<file path="src/rtl/xbar_assign_sequencer.sv">
// Drives every N_VARS-bit assignment into the flow-based crossbar in ascending order,
// lets each one settle, samples f, and keeps the first satisfying assignment and the count.
//   state  | meaning
//   IDLE   | waiting for start, crossbar inputs parked at 0
//   SETTLE | current assignment applied, settle counter running
//   SAMPLE | one cycle, f is captured at the closing edge
//   DONE   | one-cycle completion pulse, results held
module xbar_assign_sequencer #(
  parameter int unsigned N_VARS      = 4,
  parameter int unsigned SETTLE      = 2,
  parameter bit          STOP_ON_SAT = 1'b0
) (
  input  logic              clk,
  input  logic              rst_n,
  input  logic              start,
  input  logic              abort,
  output logic [N_VARS-1:0] xbar_in,
  input  logic              xbar_f,
  output logic              busy,
  output logic              done,
  output logic              sat,
  output logic [N_VARS-1:0] sat_assign,
  output logic [N_VARS:0]   sat_count
);

  typedef enum logic [1:0] {
    ST_IDLE,
    ST_SETTLE,
    ST_SAMPLE,
    ST_DONE
  } state_e;

  localparam logic [7:0]        SETTLE_LD   = 8'(SETTLE);
  localparam logic [7:0]        CNT_ONE     = 8'd1;
  localparam logic [N_VARS-1:0] ASSIGN_LAST = '1;
  localparam logic [N_VARS-1:0] ASSIGN_ONE  = N_VARS'(1);
  localparam logic [N_VARS:0]   COUNT_ONE   = (N_VARS+1)'(1);

  state_e              state_q, state_d;
  logic [7:0]          cnt_q, cnt_d;
  logic [N_VARS-1:0]   assign_q, assign_d;
  logic [N_VARS-1:0]   xbar_in_q, xbar_in_d;
  logic                busy_q, busy_d;
  logic                done_q, done_d;
  logic                sat_q, sat_d;
  logic [N_VARS-1:0]   sat_assign_q, sat_assign_d;
  logic [N_VARS:0]     sat_count_q, sat_count_d;
  logic                last_sample;

  // The run ends on the all-ones assignment, so assign never wraps.
  assign last_sample = (xbar_f && STOP_ON_SAT) || (assign_q == ASSIGN_LAST);

  always_comb begin
    state_d      = state_q;
    cnt_d        = cnt_q;
    assign_d     = assign_q;
    xbar_in_d    = xbar_in_q;
    busy_d       = busy_q;
    done_d       = 1'b0;
    sat_d        = sat_q;
    sat_assign_d = sat_assign_q;
    sat_count_d  = sat_count_q;

    case (state_q)
      ST_IDLE: begin
        xbar_in_d = '0;
        busy_d    = 1'b0;
        if (start) begin
          sat_d        = 1'b0;
          sat_assign_d = '0;
          sat_count_d  = '0;
          assign_d     = '0;
          cnt_d        = SETTLE_LD;
          busy_d       = 1'b1;
          state_d      = ST_SETTLE;
        end
      end

      ST_SETTLE: begin
        if (abort) begin
          xbar_in_d = '0;
          busy_d    = 1'b0;
          state_d   = ST_IDLE;
        end else begin
          cnt_d = cnt_q - CNT_ONE;
          if (cnt_q == CNT_ONE) begin
            state_d = ST_SAMPLE;
          end
        end
      end

      ST_SAMPLE: begin
        // An abort on the sample edge discards that sample entirely.
        if (abort) begin
          xbar_in_d = '0;
          busy_d    = 1'b0;
          state_d   = ST_IDLE;
        end else begin
          if (xbar_f) begin
            sat_count_d = sat_count_q + COUNT_ONE;
            if (!sat_q) begin
              sat_d        = 1'b1;
              sat_assign_d = assign_q;
            end
          end
          if (last_sample) begin
            xbar_in_d = '0;
            busy_d    = 1'b0;
            done_d    = 1'b1;
            state_d   = ST_DONE;
          end else begin
            assign_d  = assign_q + ASSIGN_ONE;
            xbar_in_d = assign_q + ASSIGN_ONE;
            cnt_d     = SETTLE_LD;
            state_d   = ST_SETTLE;
          end
        end
      end

      ST_DONE: begin
        xbar_in_d = '0;
        busy_d    = 1'b0;
        state_d   = ST_IDLE;
      end

      default: begin
        xbar_in_d = '0;
        busy_d    = 1'b0;
        state_d   = ST_IDLE;
      end
    endcase
  end

  always_ff @(posedge clk or negedge rst_n) begin
    if (!rst_n) begin
      state_q      <= ST_IDLE;
      cnt_q        <= '0;
      assign_q     <= '0;
      xbar_in_q    <= '0;
      busy_q       <= 1'b0;
      done_q       <= 1'b0;
      sat_q        <= 1'b0;
      sat_assign_q <= '0;
      sat_count_q  <= '0;
    end else begin
      state_q      <= state_d;
      cnt_q        <= cnt_d;
      assign_q     <= assign_d;
      xbar_in_q    <= xbar_in_d;
      busy_q       <= busy_d;
      done_q       <= done_d;
      sat_q        <= sat_d;
      sat_assign_q <= sat_assign_d;
      sat_count_q  <= sat_count_d;
    end
  end

  assign xbar_in    = xbar_in_q;
  assign busy       = busy_q;
  assign done       = done_q;
  assign sat        = sat_q;
  assign sat_assign = sat_assign_q;
  assign sat_count  = sat_count_q;

endmodule

</file>
<file path="config.mk">
export PLATFORM = sky130hd
export DESIGN_NAME = xbar_assign_sequencer
export DESIGN_NICKNAME = d
export VERILOG_FILES = /design/src/rtl/xbar_assign_sequencer.sv
export SDC_FILE = /design/constraint.sdc
export NUM_CORES = 1
export LEC_CHECK = 0
export ABC_AREA = 1
export CAP_MARGIN = 20
export CORE_UTILIZATION = 57
export DETAILED_ROUTE_END_ITERATION = 6
export GPL_TIMING_DRIVEN = 0
export PLACE_DENSITY = 0.79
export SETUP_SLACK_MARGIN = 0.3
export SYNTH_ARGS = -nofsm -noshare
export SYNTH_HDL_FRONTEND = slang
export SYNTH_SLANG_ARGS = --single-unit
export TNS_END_PERCENT = 1
</file>
<file path="constraint.sdc">
create_clock -name clk -period 4.1 [get_ports clk]
set_input_delay 0.82 -clock clk [delete_from_list [all_inputs] [get_ports clk]]
set_output_delay 0.82 -clock clk [all_outputs]
set_load 0.02 [all_outputs]
</file>
==> impl_metrics.csv, run 1 <==
group,metric,value,unit
clocking,max-clock-path-buffers,2,
clocking,cts_tree,"done",
layout,multi_input_area,658,µm²
power_and_ir_drop,peakVddDrop,0.489,mV
drt,routed-via-count,1248,
clocking,root_buffer,"clkbuf_4",
grt,overflow,0,
floorplanning,io_pins,21,
floorplanning,die_h,52.8,µm
grt,antenna_found_initial,0,
yosys,synth_nets,186,
place,place.gp.congestion,0.808,
drt,initialDrtViolationCount,31,
worst_setup_path,worst_path_max_delay_cell,"clkdlybuf4s50_1",
power_and_ir_drop,p_leak,0.930,nW
worst_setup_path,cp-start-kind,"flip-flop",
worst_setup_path,end_kind,"output pin",
drt,routed_wl,3010,µm
layout,post_route_cells_drive_above_1_share,9.71,%
grt,grt_pass1_wl,5030,µm
worst_setup_path,cp_slowest_stage_delay,0.63,ns
drt,via_per_inst,5.29,
clocking,cts_setup_buffers,0,
yosys,syn_inst,177,
timing,finalSetupViolCount,0,
timing,clock_skew,0.0101,ns
layout,final_net_count,214,
clocking,clock-sinks,30,
place,dp_cells,228,
yosys,ys.warnings.count,0,
clocking,cts_htree_levels,2,
worst_setup_path,crit_chain,"clkdlybuf4s50_1",
timing,slew_headroom,53.8,%
yosys,syn_avg_cell_area,8.32,µm²
yosys,syn_area,0.00147,mm²
timing,worst_slew_pin_slew,0.691,ns
timing,hold_viol_final,0,
grt,grt_max_degree,19,
power_and_ir_drop,p_per_area,571,mW/mm²
timing,finalSetupTns,0,ns
status,run_status,"finished clean",
floorplanning,die_area,0.00279,mm²
layout,final_common_cell,"nand2_1",
clocking,cts-resized-gates,0,
clocking,numCtsBuffers,5,
power_and_ir_drop,pwr-share-clk,22.5,%
min_path,holdCritPathClass,"flip-flop to flip-flop",
timing,drv_slew,0,
timing,period_share,53.7,%
floorplanning,die-width,52.8,µm
timing,timing.fmax,0.454,GHz
place,portBuffers,20,
layout,regArea,751,µm²
power_and_ir_drop,internal-power,0.611,mW
place,place_hpwl,2210,µm
worst_setup_path,worstPathRequired,3.28,ns
drt,wire_per_inst,12.7,µm
worst_setup_path,crit_type,"flip-flop to output pin",
floorplanning,start_util,60.0,%
layout,final_cells,236,
yosys,synth_seq_cells,30,
yosys,ys_types,20,
drt,detail-route-antenna-nets,0,
clocking,worst_skew_pair.late_latency,0.34,ns
power_and_ir_drop,combPwrFrac,36.7,%
layout,antenna_cells,0,
layout,syn_to_final_growth,23.3,%
power_and_ir_drop,p_sw_share,41.0,%
worst_setup_path,crit_family,"buffers and inverters",
floorplanning,core_area,0.00245,mm²
worst_setup_path,worstPathArrival,1.38,ns
grt,grtUsageTotal,26.8,%
power_and_ir_drop,seq_power_share,40.8,%
drt,drcViolationCount,0,
floorplanning,row_count,18,
yosys,yosysSeqAreaShare,51.0,%
drt,drt_first_pass_iters,4,
timing,fin_crit,2.20,ns
worst_setup_path,crit_buf_inv,1,
grt,grt_pass1_vias,1166,
job,maxCapViolCount,0,
power_and_ir_drop,p_sw,0.425,mW
clocking,cts.clk_slew.worst_paths,0.10,ns
clocking,postCtsHoldBufs,0,
layout,nFillCells,178,
timing,rsz0062_at_grt,"no",
worst_setup_path,path_max_fanout,5,
layout,final_cell_mix,"63 x nand2_1, 30 x dfrtp_1, 20 x clkdlybuf4s50_1, 14 x inv_1, 14 x nand3_1",
==> cell type report <==
cell class,instances,area share (%)
Sequential cell,30,41.4
Multi-Input combinational cell,130,36.3
Clock inverter,3,2.21
Tap cell,30,2.07
Timing Repair Buffer,21,12.5
Clock buffer,5,2.07
Inverter,17,3.51
==> metal layers <==
layer,global-route usage (%),wire (µm)
met1,32.4,1390
met5,0,0
met3,11.0,127
met4,17.5,99
met2,38.6,1390
==> power groups by stage <==
stage	Combinational, mW	Sequential [mW]	Clock [mW]
2_1_floorplan	0.262	0.427	0
3_3_place_gp	0.362	0.421	0
3_5_place_dp	0.376	0.426	0
4_1_cts	0.379	0.420	0.237
5_1_grt	0.442	0.431	0.255
6_report	0.380	0.423	0.233
==> worst register-to-register path: cells and delay by family (launching register included) <==
kind	cells	cell delay (ns)
flops	1	0.45
fa+ha+maj	1	0.25
compound gates	1	0.11
simple gates	5	0.63
==> path summary, 6_finish.rpt <==
check	start	endpoint	slack, ns	cells after the start
max	sat_count[2]	sat_count[2]	1.90	1
min	xbar_in[2]	xbar_in[2]	0.49	2
max reg2reg	assign_q[0]	assign_q[2]	2.56	7
min reg2reg	xbar_in[2]	xbar_in[2]	0.49	2
max in group asynchronous	rst_n	sat_count[2]	2.69	2
min in group asynchronous	rst_n	assign_q[3]	0.88	1
==> cell usage after synthesis, drive strengths merged <==
master / number / area, µm²
o21ai: 22 / 114
nand4: 2 / 12.5
xnor2: 2 / 17.5
dfrtp: 30 / 751
nand2: 66 / 260
or2: 1 / 6.26
nor2: 12 / 67.6
a21oi: 1 / 5.00
xor2: 4 / 35.0
ha: 4 / 50.1
o211a: 1 / 10.0
inv: 17 / 63.8
nand3: 15 / 80.1
==> kinds of logic after synthesis <==
| logic type | share of synthesized area [%] |
|---|---|
| and+or+nand+nor | 29.0 |
| xor gates and xnor gates | 3.57 |
| buffers and inverters | 4.33 |
| DFF | 51.0 |
| adders and majority gates | 3.40 |
| AOI/OAI and AO/OA | 8.75 |
==> stage by stage <==
step	power, mW	util [%]	setup slack (ns)	area (µm²)	hold WS [ns]
after detailed placement	0.802	70.8	1.87	1740	0.472
after floorplan	0.689	-	2.60	1470	0.471
after CTS	1.04	74.0	1.88	1820	0.495
after global routing	1.13	74.0	1.82	1820	0.527
after global placement	0.784	69.7	1.73	1710	0.464
final	1.04	74.0	1.90	1820	0.491
==> state kept, by name (all words and copies together) (netlist names) <==
name	count
cnt_q	8
sat_count	5
assign_q	4
sat_assign	4
xbar_in	4
state_q	2
busy	1
done	1
sat	1
No activity file was read; power rests on OpenSTA's default activity.
==> inputs of run 2 (changes only) <==
Settings changed: CORE_UTILIZATION 57 to 53, PLACE_DENSITY 0.79 to 0.74.
Clock period 4.1 ns to 2.2 ns, I/O delays scaled along.
==> run 2 against run 1 <==
Effect of this change: setup slack worse by 1.5 ns; non-clock buffer count stayed put; die area increased by 7.2%; clock-buffer cell count up 1; cell count stayed put; critical path type unchanged; first-iteration DRC count shrank 3.2%; wire length is 1.4% higher; core utilization decreased by 1.2 points; flip-flop and latch count is the same.
==> impl_metrics.csv, run 2 (synthesis gave the netlist of run 1 again) <==
group,metric,value,unit
timing,finalSetupTns,0,ns
place,portBuffers,20,
grt,grtUsageTotal,23.6,%
clocking,numCtsBuffers,5,
drt,drcViolationCount,0,
min_path,min_to,"xbar_in[3]",
timing,rsz0062_at_grt,"no",
grt,grt_pass1_vias,1062,
layout,antenna_cells,0,
layout,largest_reg_flops,8,
power_and_ir_drop,peakVddDrop,1.01,mV
clocking,root_buffer,"clkbuf_4",
floorplanning,start_util,57.9,%
layout,syn_to_final_growth,25.7,%
floorplanning,die-width,54.7,µm
floorplanning,die_area,0.00299,mm²
timing,slew_headroom,52.9,%
floorplanning,io_pins,21,
power_and_ir_drop,p_sw_share,38.1,%
grt,grt_max_degree,19,
worst_setup_path,worst_path_max_delay_cell,"clkdlybuf4s50_1",
layout,final_cell_mix,"63 x nand2_1, 30 x dfrtp_1, 19 x clkdlybuf4s50_1, 14 x inv_1, 14 x nand3_1",
worst_setup_path,worstPathArrival,1.41,ns
power_and_ir_drop,internal-power,1.29,mW
min_path,holdCritPathClass,"flip-flop to flip-flop",
timing,drv_slew,0,
drt,routed-via-count,1267,
worst_setup_path,cp-start-kind,"flip-flop",
power_and_ir_drop,combPwrFrac,34.3,%
worst_setup_path,crit_type,"flip-flop to output pin",
timing,clock_skew,0.0136,ns
floorplanning,row_count,18,
clocking,worst_skew_pair.late_latency,0.33,ns
timing,hold_viol_final,0,
drt,detail-route-antenna-nets,0,
worst_setup_path,worstPathRequired,1.76,ns
clocking,cts_tree,"done",
drt,routed_wl,3050,µm
grt,grt_pass1_wl,4790,µm
worst_setup_path,end_kind,"output pin",
place,dp_cells,228,
clocking,cts_htree_levels,2,
timing,worst_slew_pin_slew,0.704,ns
place,place_ws,0.393,ns
drt,initialDrtViolationCount,30,
timing,period_share,83.9,%
power_and_ir_drop,p_leak,0.962,nW
layout,fin_util,72.8,%
worst_setup_path,crit_chain,"clkdlybuf4s50_1",
worst_setup_path,timing.rr.start,"assign_q[0]",
worst_setup_path,r2r-end,"assign_q[2]",
clocking,clock-sinks,30,
drt,drt_first_pass_iters,4,
drt,wire_per_inst,12.9,µm
worst_setup_path,cp_slowest_stage_delay,0.63,ns
timing,fin_ws,0.354,ns
worst_setup_path,r2r_slack,0.69,ns
timing,finalSetupViolCount,0,
status,run_status,"finished clean",
worst_setup_path,crit_family,"buffers and inverters",
place,place_hpwl,2220,µm
power_and_ir_drop,pwr-share-clk,27.9,%
layout,final_cells,236,
floorplanning,core_area,0.00254,mm²
grt,antenna_found_initial,0,
timing,fin_crit,1.85,ns
min_path,hold_start,"xbar_in[3]",
place,place.gp.congestion,0.803,
clocking,max-clock-path-buffers,2,
floorplanning,die_h,54.7,µm
timing,timing.fmax,0.542,GHz
power_and_ir_drop,p_sw,0.794,mW
job,maxCapViolCount,0,
clocking,postCtsHoldBufs,0,
worst_setup_path,crit_buf_inv,1,
power_and_ir_drop,p_per_area,1120,mW/mm²
power_and_ir_drop,seq_power_share,37.8,%
layout,largest_register,"cnt_q",
min_path,whs_path_depth,2,
worst_setup_path,path_max_fanout,5,
layout,final_common_cell,"nand2_1",
layout,final_net_count,214,
clocking,cts.clk_slew.worst_paths,0.10,ns
grt,overflow,0,
worst_setup_path,rr_worst_depth,7,
drt,via_per_inst,5.37,
clocking,cts_setup_buffers,0,
layout,post_route_cells_drive_above_1_share,9.71,%
[run 2: cell types whose count changed in the layout (fill, tap and decap cells not counted)]
| cell | delta |
|---|---|
| clkdlybuf4s50_1 | -1 |
| bufinv_16 | +1 |
| dlymetal6s2s_1 | +1 |
| clkinv_2 | -2 |
| clkbuf_8 | +1 |
[run 2: power groups by stage]
stage	clock, mW	combinational, mW	sequential [mW]
after CTS	0.590	0.720	0.785
final	0.581	0.714	0.788
after global routing	0.607	0.813	0.807
after floorplan	0	0.488	0.797
after detailed placement	0	0.709	0.793
after global placement	0	0.678	0.786
[run 2: area by class of cell]
cell class / instances / area, µm²
Clock inverter: 2 / 60.1
Clock buffer: 6 / 51.3
Tap cell: 30 / 37.5
Fill cell: 221 / 693
Inverter: 17 / 63.8
Multi-Input combinational cell: 130 / 658
Timing Repair Buffer: 21 / 230
Sequential cell: 30 / 751
[run 2: how the worst max path moves through the flow]
stage / from / to / slack, ns / cells after the start
global placement: rst_n / xbar_in[1] / 0.20 / 1
floorplan: assign_q[0] / assign_q[2] / 0.90 / 7
finish: sat_count[0] / sat_count[0] / 0.35 / 1
CTS: sat_count[0] / sat_count[0] / 0.34 / 1
global route: sat_count[0] / sat_count[0] / 0.32 / 1
detailed placement: abort / cnt_q[6] / 0.39 / 6
[run 2: layer usage]
metal  global-route usage [%]  vias to the layer above  part of all wire [%]
met5                        0                        -                     0
met4                     10.3                        0                  0.75
met3                     5.83                        2                   5.9
met2                     36.7                       40                    46
met1                     30.6                      600                    48
li1                         -                      625                     -
[run 2: repair_timing]
item | CTS | global route
endpoints found under the setup margin | 0 | 1
endpoints found under the hold margin | 0 | 0
resized for setup | 0 | 1
[run 2: per-stage QoR]
step | total power, mW | hold WS, ns | instance area (µm²)
3_5_place_dp | 1.50 | 0.469 | 1740
2_1_floorplan | 1.28 | 0.144 | 1470
4_1_cts | 2.09 | 0.495 | 1850
3_3_place_gp | 1.46 | 0.465 | 1710
5_1_grt | 2.23 | 0.521 | 1850
6_report | 2.08 | 0.490 | 1850
==> inputs of run 3 (changes only) <==
Clock period 2.2 ns to 1.87 ns, I/O delays scaled along.
==> run 3 against run 2 <==
Effect of this change: total power is 17% higher; register-to-register slack lost 0.32 ns; non-clock buffer count unchanged; via count decreased by 1.1%; sequential share of layout area about the same; wire length is 0.39% higher; setup slack lost 0.23 ns; sequential power grew 18%; clock skew increased by 0.0018 ns; combinational power rose by 17%; hold slack lost 0.032 ns; critical path type unchanged.
==> impl_metrics.csv, run 3 (synthesis gave the netlist of run 1 again) <==
group,metric,value,unit
status,run_status,"finished clean",
floorplanning,die-width,54.7,µm
timing,rsz0062_at_grt,"yes",
drt,routed-via-count,1253,
grt,antenna_found_initial,0,
worst_setup_path,r2r-end,"assign_q[2]",
power_and_ir_drop,pwr-share-clk,28.0,%
power_and_ir_drop,combPwrFrac,34.2,%
drt,drcViolationCount,0,
floorplanning,io_pins,21,
worst_setup_path,crit_chain,"clkdlybuf4s50_1",
floorplanning,start_util,57.9,%
layout,post_route_cells_drive_above_1_share,9.71,%
layout,antenna_cells,0,
floorplanning,row_count,18,
clocking,cts.clk_slew.worst_paths,0.10,ns
clocking,root_buffer,"clkbuf_4",
drt,via_per_inst,5.31,
layout,largest_register,"cnt_q",
clocking,worst_skew_pair.late_latency,0.34,ns
timing,fin_crit,1.75,ns
place,portBuffers,20,
worst_setup_path,crit_buf_inv,1,
worst_setup_path,cp_slowest_stage_delay,0.63,ns
clocking,cts_tree,"done",
power_and_ir_drop,p_sw,0.934,mW
clocking,cts-resized-gates,1,
worst_setup_path,cp-start-kind,"flip-flop",
timing,period_share,93.5,%
clocking,cts_setup_buffers,0,
clocking,postCtsHoldBufs,0,
power_and_ir_drop,p_sw_share,38.2,%
job,maxCapViolCount,0,
layout,final_common_cell,"nand2_1",
floorplanning,die_area,0.00299,mm²
timing,worst_slew_pin_slew,0.703,ns
power_and_ir_drop,seq_power_share,37.9,%
drt,wire_per_inst,13.0,µm
worst_setup_path,end_kind,"output pin",
timing,clock_skew,0.0154,ns
worst_setup_path,rr_worst_depth,7,
worst_setup_path,r2r_slack,0.37,ns
layout,final_cells,236,
place,place_hpwl,2220,µm
drt,drt_first_pass_iters,4,
clocking,clock-sinks,30,
power_and_ir_drop,internal-power,1.51,mW
power_and_ir_drop,finalPower,2.45,mW
grt,grtUsageTotal,23.6,%
timing,hold_viol_final,0,
layout,syn_to_final_growth,25.7,%
layout,fin_util,72.7,%
power_and_ir_drop,p_leak,0.967,nW
grt,grt_pass1_wl,4790,µm
worst_setup_path,path_max_fanout,4,
floorplanning,core_area,0.00254,mm²
grt,grt_pass1_vias,1062,
power_and_ir_drop,peakVddDrop,1.19,mV
clocking,cts_htree_levels,2,
min_path,holdCritPathClass,"input port to async pin",
place,place.gp.congestion,0.803,
timing,timing.fmax,0.572,GHz
drt,routed_wl,3060,µm
drt,detail-route-antenna-nets,0,
worst_setup_path,crit_family,"buffers and inverters",
grt,grt_max_degree,19,
layout,nFillCells,221,
place,dp_cells,228,
worst_setup_path,timing.rr.start,"assign_q[0]",
worst_setup_path,worstPathArrival,1.37,ns
power_and_ir_drop,p_per_area,1320,mW/mm²
timing,slew_headroom,53.0,%
timing,finalSetupViolCount,0,
clocking,max-clock-path-buffers,2,
layout,final_cell_mix,"63 x nand2_1, 30 x dfrtp_1, 18 x clkdlybuf4s50_1, 14 x inv_1, 14 x nand3_1",
floorplanning,die_h,54.7,µm
layout,largest_reg_flops,8,
grt,overflow,0,
worst_setup_path,worst_path_max_delay_cell,"clkdlybuf4s50_1",
worst_setup_path,crit_type,"flip-flop to output pin",
timing,drv_slew,0,
worst_setup_path,worstPathRequired,1.50,ns
clocking,numCtsBuffers,5,
drt,initialDrtViolationCount,30,
layout,final_net_count,214,
-- run 3: worst max-delay path by stage --
stage	from	slack, ns	cells after the start	to
2_1_floorplan	assign_q[0]	0.57	7	assign_q[2]
3_3_place_gp	rst_n	-0.06	1	xbar_in[1]
3_5_place_dp	abort	0.13	6	cnt_q[6]
4_1_cts	sat_count[2]	0.08	1	sat_count[2]
5_1_grt	sat_count[3]	0.08	1	sat_count[3]
6_report	sat_count[1]	0.12	1	sat_count[1]
-- run 3: cell type report --
cell class / count / area, µm² / share of cell area (%)
well taps: 30 / 37.5 / 2.03
clock buffers: 6 / 51.3 / 2.77
repair buffers: 21 / 229 / 12.4
inverters: 17 / 63.8 / 3.45
flip-flops and latches: 30 / 751 / 40.6
multi-input cells: 130 / 658 / 35.6
clock inverters: 2 / 60.1 / 3.25
-- run 3: metrics by stage --
step | hold WS (ns) | setup TNS (ns) | worst slack (ns) | area (µm²)
final | 0.458 | 0 | 0.121 | 1850
after global routing | 0.496 | 0 | 0.0767 | 1850
after CTS | 0.466 | 0 | 0.0785 | 1850
after detailed placement | 0.469 | 0 | 0.129 | 1740
after global placement | 0.465 | -1.88 | -0.0640 | 1710
after floorplan | 0.0784 | 0 | 0.575 | 1470
-- run 3: per-layer routing --
layer  part of all wire (%)  vias to the layer above  track usage (%)  wire length (µm)
li1                       -                      625                -                 -
met4                   0.85                        0             10.3                26
met1                     48                      596             30.6              1480
met2                     46                       29             36.7              1400
met3                    5.0                        3             5.83               152
met5                      0                        -                0                 0
-- run 3: power groups by stage --
| stage | clock, mW | sequential, mW | combinational (mW) |
|---|---|---|---|
| 2_1_floorplan | 0 | 0.937 | 0.574 |
| 3_3_place_gp | 0 | 0.924 | 0.798 |
| 3_5_place_dp | 0 | 0.932 | 0.834 |
| 4_1_cts | 0.694 | 0.923 | 0.842 |
| 5_1_grt | 0.715 | 0.949 | 0.952 |
| 6_report | 0.684 | 0.927 | 0.836 |
